### src/rtl/reg_bank.sv
// reg_bank: 32-entry general-purpose register storage feeding the read mux.
//   Clk, Rst_n     : rising-edge clock, asynchronous active-low reset
//   Awr, Din, WrEn : single write port; a write is taken when WrEn && WrReady
//   WrReady        : bank accepts writes (low only while the clear sweep runs)
//   Clr            : clear request, sampled only in IDLE
//   Busy, ClrDone  : sweep in progress / one-cycle sweep-finished pulse
//   Dout0..Dout31  : register contents, one-to-one to read-mux inputs
// Parameters: WIDTH (data width), R0_ZERO (1: register 0 is constant zero).
module reg_bank #(
  parameter int WIDTH   = 32,
  parameter int R0_ZERO = 1
) (
  input  logic             Clk,
  input  logic             Rst_n,
  input  logic [4:0]       Awr,
  input  logic [WIDTH-1:0] Din,
  input  logic             WrEn,
  output logic             WrReady,
  input  logic             Clr,
  output logic             Busy,
  output logic             ClrDone,
  output logic [WIDTH-1:0] Dout0,
  output logic [WIDTH-1:0] Dout1,
  output logic [WIDTH-1:0] Dout2,
  output logic [WIDTH-1:0] Dout3,
  output logic [WIDTH-1:0] Dout4,
  output logic [WIDTH-1:0] Dout5,
  output logic [WIDTH-1:0] Dout6,
  output logic [WIDTH-1:0] Dout7,
  output logic [WIDTH-1:0] Dout8,
  output logic [WIDTH-1:0] Dout9,
  output logic [WIDTH-1:0] Dout10,
  output logic [WIDTH-1:0] Dout11,
  output logic [WIDTH-1:0] Dout12,
  output logic [WIDTH-1:0] Dout13,
  output logic [WIDTH-1:0] Dout14,
  output logic [WIDTH-1:0] Dout15,
  output logic [WIDTH-1:0] Dout16,
  output logic [WIDTH-1:0] Dout17,
  output logic [WIDTH-1:0] Dout18,
  output logic [WIDTH-1:0] Dout19,
  output logic [WIDTH-1:0] Dout20,
  output logic [WIDTH-1:0] Dout21,
  output logic [WIDTH-1:0] Dout22,
  output logic [WIDTH-1:0] Dout23,
  output logic [WIDTH-1:0] Dout24,
  output logic [WIDTH-1:0] Dout25,
  output logic [WIDTH-1:0] Dout26,
  output logic [WIDTH-1:0] Dout27,
  output logic [WIDTH-1:0] Dout28,
  output logic [WIDTH-1:0] Dout29,
  output logic [WIDTH-1:0] Dout30,
  output logic [WIDTH-1:0] Dout31
);

  typedef enum logic [1:0] {
    IDLE  = 2'd0,
    SWEEP = 2'd1,
    DONE  = 2'd2
  } state_t;

  state_t           state_q, state_d;
  logic [4:0]       cnt_q, cnt_d;
  logic [WIDTH-1:0] rd [32];
  logic [WIDTH-1:0] mem_d [32];
  logic             wr_fire;

  // Control FSM and sweep counter
  always_ff @(posedge Clk or negedge Rst_n) begin
    if (!Rst_n) begin
      state_q <= IDLE;
      cnt_q   <= '0;
    end else begin
      state_q <= state_d;
      cnt_q   <= cnt_d;
    end
  end

  always_comb begin
    state_d = state_q;
    cnt_d   = cnt_q;
    unique case (state_q)
      IDLE: begin
        if (Clr) begin
          state_d = SWEEP;
          cnt_d   = '0;
        end
      end
      SWEEP: begin
        // Counter wraps to 0 as register 31 is cleared.
        cnt_d = cnt_q + 5'd1;
        if (cnt_q == 5'd31) state_d = DONE;
      end
      DONE:    state_d = IDLE;
      default: state_d = IDLE;
    endcase
  end

  assign Busy    = (state_q == SWEEP);
  assign ClrDone = (state_q == DONE);
  assign WrReady = ~Busy;

  assign wr_fire = WrEn && WrReady && !((R0_ZERO != 0) && (Awr == 5'd0));

  // Next value of every register: hold, write port, then sweep clear.
  // Writes and sweep never coincide because WrReady is low during SWEEP.
  always_comb begin
    for (int unsigned k = 0; k < 32; k++) mem_d[k] = rd[k];
    if (wr_fire) mem_d[Awr] = Din;
    if (state_q == SWEEP) mem_d[cnt_q] = '0;
  end

  for (genvar i = 0; i < 32; i++) begin : g_reg
    if ((i == 0) && (R0_ZERO != 0)) begin : g_zero
      assign rd[i] = '0;
    end else begin : g_flop
      logic [WIDTH-1:0] val_q;
      always_ff @(posedge Clk or negedge Rst_n) begin
        if (!Rst_n) val_q <= '0;
        else        val_q <= mem_d[i];
      end
      assign rd[i] = val_q;
    end
  end

  assign Dout0  = rd[0];
  assign Dout1  = rd[1];
  assign Dout2  = rd[2];
  assign Dout3  = rd[3];
  assign Dout4  = rd[4];
  assign Dout5  = rd[5];
  assign Dout6  = rd[6];
  assign Dout7  = rd[7];
  assign Dout8  = rd[8];
  assign Dout9  = rd[9];
  assign Dout10 = rd[10];
  assign Dout11 = rd[11];
  assign Dout12 = rd[12];
  assign Dout13 = rd[13];
  assign Dout14 = rd[14];
  assign Dout15 = rd[15];
  assign Dout16 = rd[16];
  assign Dout17 = rd[17];
  assign Dout18 = rd[18];
  assign Dout19 = rd[19];
  assign Dout20 = rd[20];
  assign Dout21 = rd[21];
  assign Dout22 = rd[22];
  assign Dout23 = rd[23];
  assign Dout24 = rd[24];
  assign Dout25 = rd[25];
  assign Dout26 = rd[26];
  assign Dout27 = rd[27];
  assign Dout28 = rd[28];
  assign Dout29 = rd[29];
  assign Dout30 = rd[30];
  assign Dout31 = rd[31];

endmodule
### config.mk
export PLATFORM = sky130hd
export DESIGN_NAME = reg_bank
export DESIGN_NICKNAME = d
export VERILOG_FILES = /design/src/rtl/reg_bank.sv
export SDC_FILE = /design/constraint.sdc
export NUM_CORES = 2
export LEC_CHECK = 0
export CORE_AREA = 8 8 409 411
export DETAILED_ROUTE_END_ITERATION = 8
export DIE_AREA = 0 0 417 419
export HOLD_SLACK_MARGIN = 0.05
export PLACE_DENSITY_LB_ADDON = 0.08
export RECOVER_POWER = 100
export SETUP_SLACK_MARGIN = 0.1
export SYNTH_ARGS = -nofsm -noshare
export SYNTH_HDL_FRONTEND = slang
export SYNTH_SLANG_ARGS = --single-unit
### constraint.sdc
create_clock -name Clk -period 4.4 [get_ports Clk]
set_input_delay 0.88 -clock Clk [delete_from_list [all_inputs] [get_ports Clk]]
set_output_delay 0.88 -clock Clk [all_outputs]
set_load 0.05 [all_outputs]
Yosys cells after proc, flatten, opt, wreduce, memory -nomap -nowiden. Cells that the tools add are included.

Bits in registers: 999.

Equal/unequal tests: 5. Multiplexer cells: 12. Bitwise operators: 5. Add/subtract/negate cells: 1. Reductions and logical operators: 10. $lt $le $gt $ge: 4.

Operator list (number): 992-bit two-way mux (2); 1024-bit bitwise mux (1); 992-bit AND (1); 992-bit inverter (1); 32-bit demux with 5-bit select (2); 32-bit two-way mux (2); 6-bit >= comparator (second input constant) (2); 6-bit by 1-bit < comparator with 1-bit output (second input constant) (2); 5-bit inverter with 6-bit output (2); 5-bit case mux with 2 select lines (1); 5-bit by 1-bit adder with 5-bit output (second input constant) (1); 5-bit == test (second input constant) (1); 5-bit logical NOT (1); 5-bit two-way mux (1); 1-bit logical AND (4); 2-bit two-way mux (2); 2-bit case mux with 2 select lines (1); 2-bit AND reduction (2); 2-bit by 1-bit == test with 1-bit output (second input constant) (1); 2-bit == test (second input constant) (1); 2-bit logical NOT (1); 2-bit by 1-bit != test with 1-bit output (second input constant) (1); 2-bit != test (second input constant) (1); 2-bit nonzero test (1); other kinds (2) (2).

Logic depth before layout (Yosys ltp).
Depth after elaboration: 9. Gate-level depth with buffers: 8.

Worst setup path before layout. No wires, ideal clock.

Path type: register to output. From: reg state_q[0]. To: out Busy. Buffers on the path: 3. Data arrival time: 1521 ps. Path slack: 1999 ps. Stages on the path, launching flop included: 5. Cells stage by stage: dfrtp_1 > nor2b_1 > buf_2 > clkbuf_1 > buf_1.

Cells in the longest elaborated chain, start to end: 1.

Ends and longest elaborated chain: start, declared (line 62) `state_t state_q, state_d;`; start signal, assigned (line 74) `state_q <= state_d;`; 2-bit by 1-bit == test with 1-bit output (line 99) `assign Busy = (state_q == SWEEP);`; end, declared (line 20) `output logic Busy,`.

Every way passes these cells.

==> results.sh <==
export IMPL_antenna_left=0
export IMPL_crit_slowest_cell="nand2b_2"
export IMPL_synth_distinct_cells=43
export IMPL_synth_edf_count=0
export IMPL_dieArea_um2=174700
export IMPL_setup_ws_ns=0.4155
export IMPL_post_place_ws_ns=1.057
export IMPL_end_kind="flip-flop"
export IMPL_netlist_area_um2=48710
export IMPL_yosys_warnings=0
export IMPL_period_needed_ns=3.984
export IMPL_max_stage_delay_ns=1.57
export IMPL_rows=148
export IMPL_leakage_nw=27.44
export IMPL_ys_async_sr_fraction_pct=100.0
export IMPL_rsz0062_at_grt="no"
export IMPL_chipWidth_um=417
export IMPL_netlist_top_cell_by_area="dfrtp_1"
export IMPL_drt_pass1_iter_count=8
export IMPL_core_um2=161300
export IMPL_max_freq_ghz=0.2510
export IMPL_die_h_um=419
export IMPL_outcome="complete, but fails checks"
export IMPL_htree_levels=3
export IMPL_cp_max_fo=60
export IMPL_violations="max-capacitance violations, max-slew violations"
export IMPL_insertion_delay_ns=0.75
export IMPL_layout_drive_gt1_share_pct=8.734
export IMPL_path_class="primary input to flip-flop"
export IMPL_final_nets=5519
export IMPL_dr_total_vias=49100
export IMPL_antenna_found_initial=10
export IMPL_fin_crit_sh_pct=90.56
export IMPL_io_pins=1068
export IMPL_setup_viol=0
export IMPL_maxCapViolCount=18
export IMPL_finalSetupTns_ns=0
export IMPL_drtIter0Drc=5955
export IMPL_grt_pass1_wl_um=393300
export IMPL_synth_top_area_share_pct=51.32
export IMPL_cts_tree="done"
export IMPL_r2r_slack_ns=0.53
export IMPL_grt_usage_pct=30.35
export IMPL_final_max_slew_viol_count=1206
export IMPL_routedWlPerCell_um=36.35
export IMPL_clock_skew_final_ns=0.02919
export IMPL_synth_seq_cells=999
export IMPL_cts_sinks=999
export IMPL_dp_hpwl_um=162600
export IMPL_cts_buffers=119
export IMPL_grt_pass1_vias=47530
export IMPL_worst_pin_slew_ns=2.933
export IMPL_critPathArrivalTime_ns=4.65
export IMPL_clockBufferDepth=3
export IMPL_postCtsHoldBufs=0
export IMPL_syn2layout_area_growth_pct=31.05
export IMPL_gp_congestion=0.8082
export IMPL_finalHoldViolations=0
export IMPL_synthTopCellsByCount="dfrtp_1, nand4_1, a21oi_1, o31ai_1, clkbuf_1"
export IMPL_port_buffers=1035
export IMPL_r2r_cells=5
export IMPL_required_ns=5.06
export IMPL_path_cells="clkbuf_1 -> nand2b_2 -> clkbuf_2 -> o31ai_1 -> a21oi_1"
export IMPL_start_kind="primary input"
export IMPL_via_per_inst=6.328
export IMPL_postCtsSetupRepairBufs=0
export IMPL_r2r_start="state_q[0]"
export IMPL_relSlewSlack_pct=-95.51
export IMPL_powerDensity_nw_per_um2=551.7
export IMPL_seq_area_frac_synth_pct=51.32
export IMPL_start_util_pct=30.20
export IMPL_yosysMostFrequentCell="dfrtp_1"
export IMPL_syn_inst=5008
export IMPL_drt_wl_total_um=282100
export IMPL_hold_path_class="primary input to async pin"
export IMPL_drc=0
export IMPL_grt_max_degree=189
export IMPL_overflow=0
export IMPL_cts_resized=0
export IMPL_avgSynthCellArea_um2=9.726
export IMPL_clk_pin_slew_ns=0.06
export IMPL_worst_path_buf_inv=2
export IMPL_r2r_end="Dout26[17]"
export IMPL_yosys_most_used_dff="dfrtp_1"
export IMPL_ir_worst_vdd_uv=444.2
export IMPL_crit_family="buffers and inverters"
export IMPL_synthTopCellsByArea="dfrtp_1, o31ai_1, nand4_1"
export IMPL_root_buffer="clkbuf_16"
[worst reg2reg max path, stage by stage, from the launching register on]
cell	delay [ns]
dfrtp_1	0.64
nor2b_4	0.41
clkbuf_4	1.56
buf_12	0.58
o31ai_1	0.42
a21oi_1	0.19
[metrics by stage]
| stage | util, % | power [mW] | cells | hold WS, ns | area [um^2] |
|---|---|---|---|---|---|
| 3_5_place_dp | 37.27 | 25.69 | 7527 | 0.5266 | 60120 |
| 5_1_grt | 39.57 | 36.30 | 7754 | 0.1310 | 63820 |
| 6_report | 39.58 | 35.21 | 7760 | 0.1514 | 63830 |
| 4_1_cts | 39.73 | 35.86 | 7751 | 0.1469 | 64080 |
| 2_1_floorplan | - | 19.92 | 5039 | 0.5342 | 48830 |
| 3_3_place_gp | 37.27 | 25.70 | 7527 | 0.5179 | 60120 |
[metal layers]
layer	vias up	global-route usage, %	share of wire (%)
met5	-	0	0.0060
met4	2	16.41	6.4
met3	579	7.241	8.0
met2	2434	47.35	46
met1	25630	38.93	39
li1	20460	-	-
[how the worst max path moves through the flow]
stage | start | endpoint | slack [ns] | depth (start not counted)
floorplan | state_q[0] | Busy | 2.00 | 4
global placement | Awr[0] | Dout8[15] | 1.09 | 5
detailed placement | Awr[0] | Dout8[21] | 1.06 | 5
CTS | state_q[0] | WrReady | 0.55 | 3
global route | Awr[4] | Dout23[18] | 0.29 | 5
finish | Awr[4] | Dout14[9] | 0.42 | 5
[where the power goes]
| part | leakage, nW | switching, mW | internal (mW) |
|---|---|---|---|
| combinational | 11.6 | 11.0 | 2.81 |
| clock | 1.96 | 4.30 | 5.82 |
| sequential | 13.9 | 0.942 | 10.4 |
| total | 27.4 | 16.2 | 19.0 |
[cells by family (layout without fill, tap and decap cells)]
kind of cell	after synthesis	count (layout)	synth area share (%)
buf+inv	910	1447	8.179
flops	999	999	51.32
other cells	1	41	0.007699
fa+ha+maj	5	5	0.1284
mux	3	3	0.06678
compound gates	1990	1990	25.87
simple gates	1100	1100	14.43
[final cells by class]
| cell class | instances | area, um^2 |
|---|---|---|
| multi-input combinational | 3130 | 20160 |
| fill | 15870 | 97460 |
| clock buffer | 199 | 3741 |
| sequential | 999 | 25000 |
| inverter | 4 | 22.52 |
| tap | 2175 | 2721 |
| antenna | 9 | 22.52 |
| timing repair buffer | 1219 | 11950 |
| clock inverter | 25 | 219.0 |
[layout by cell type, fill, tap and decap left out, types with 3 or more instances in the layout]
cell | synthesis | routed
nor4bb_4 | 0 | 3
or4b_1 | 4 | 4
diode_2 | 0 | 9
buf_4 | 72 | 119
clkbuf_2 | 3 | 13
buf_2 | 193 | 30
nor4b_4 | 1 | 5
clkbuf_16 | 0 | 121
dlygate4sd3_1 | 0 | 995
nand4bb_4 | 0 | 3
o31ai_1 | 964 | 964
dfrtp_1 | 999 | 999
inv_1 | 3 | 3
a21oi_1 | 992 | 992
nor2b_4 | 0 | 3
nor2_2 | 0 | 22
buf_12 | 0 | 37
o31ai_2 | 28 | 28
a22o_1 | 4 | 4
nand4bb_1 | 11 | 6
conb_1 | 1 | 32
and4b_1 | 7 | 4
nor2_1 | 33 | 4
nand2b_1 | 5 | 3
ha_1 | 5 | 5
nor2_4 | 0 | 7
clkinv_2 | 0 | 19
clkbuf_1 | 586 | 54
clkbuf_8 | 0 | 42
and4bb_2 | 5 | 5
nand4_1 | 993 | 993
nand4b_1 | 8 | 8
nand2_1 | 6 | 5
No activity file was read; power rests on OpenSTA's default activity.
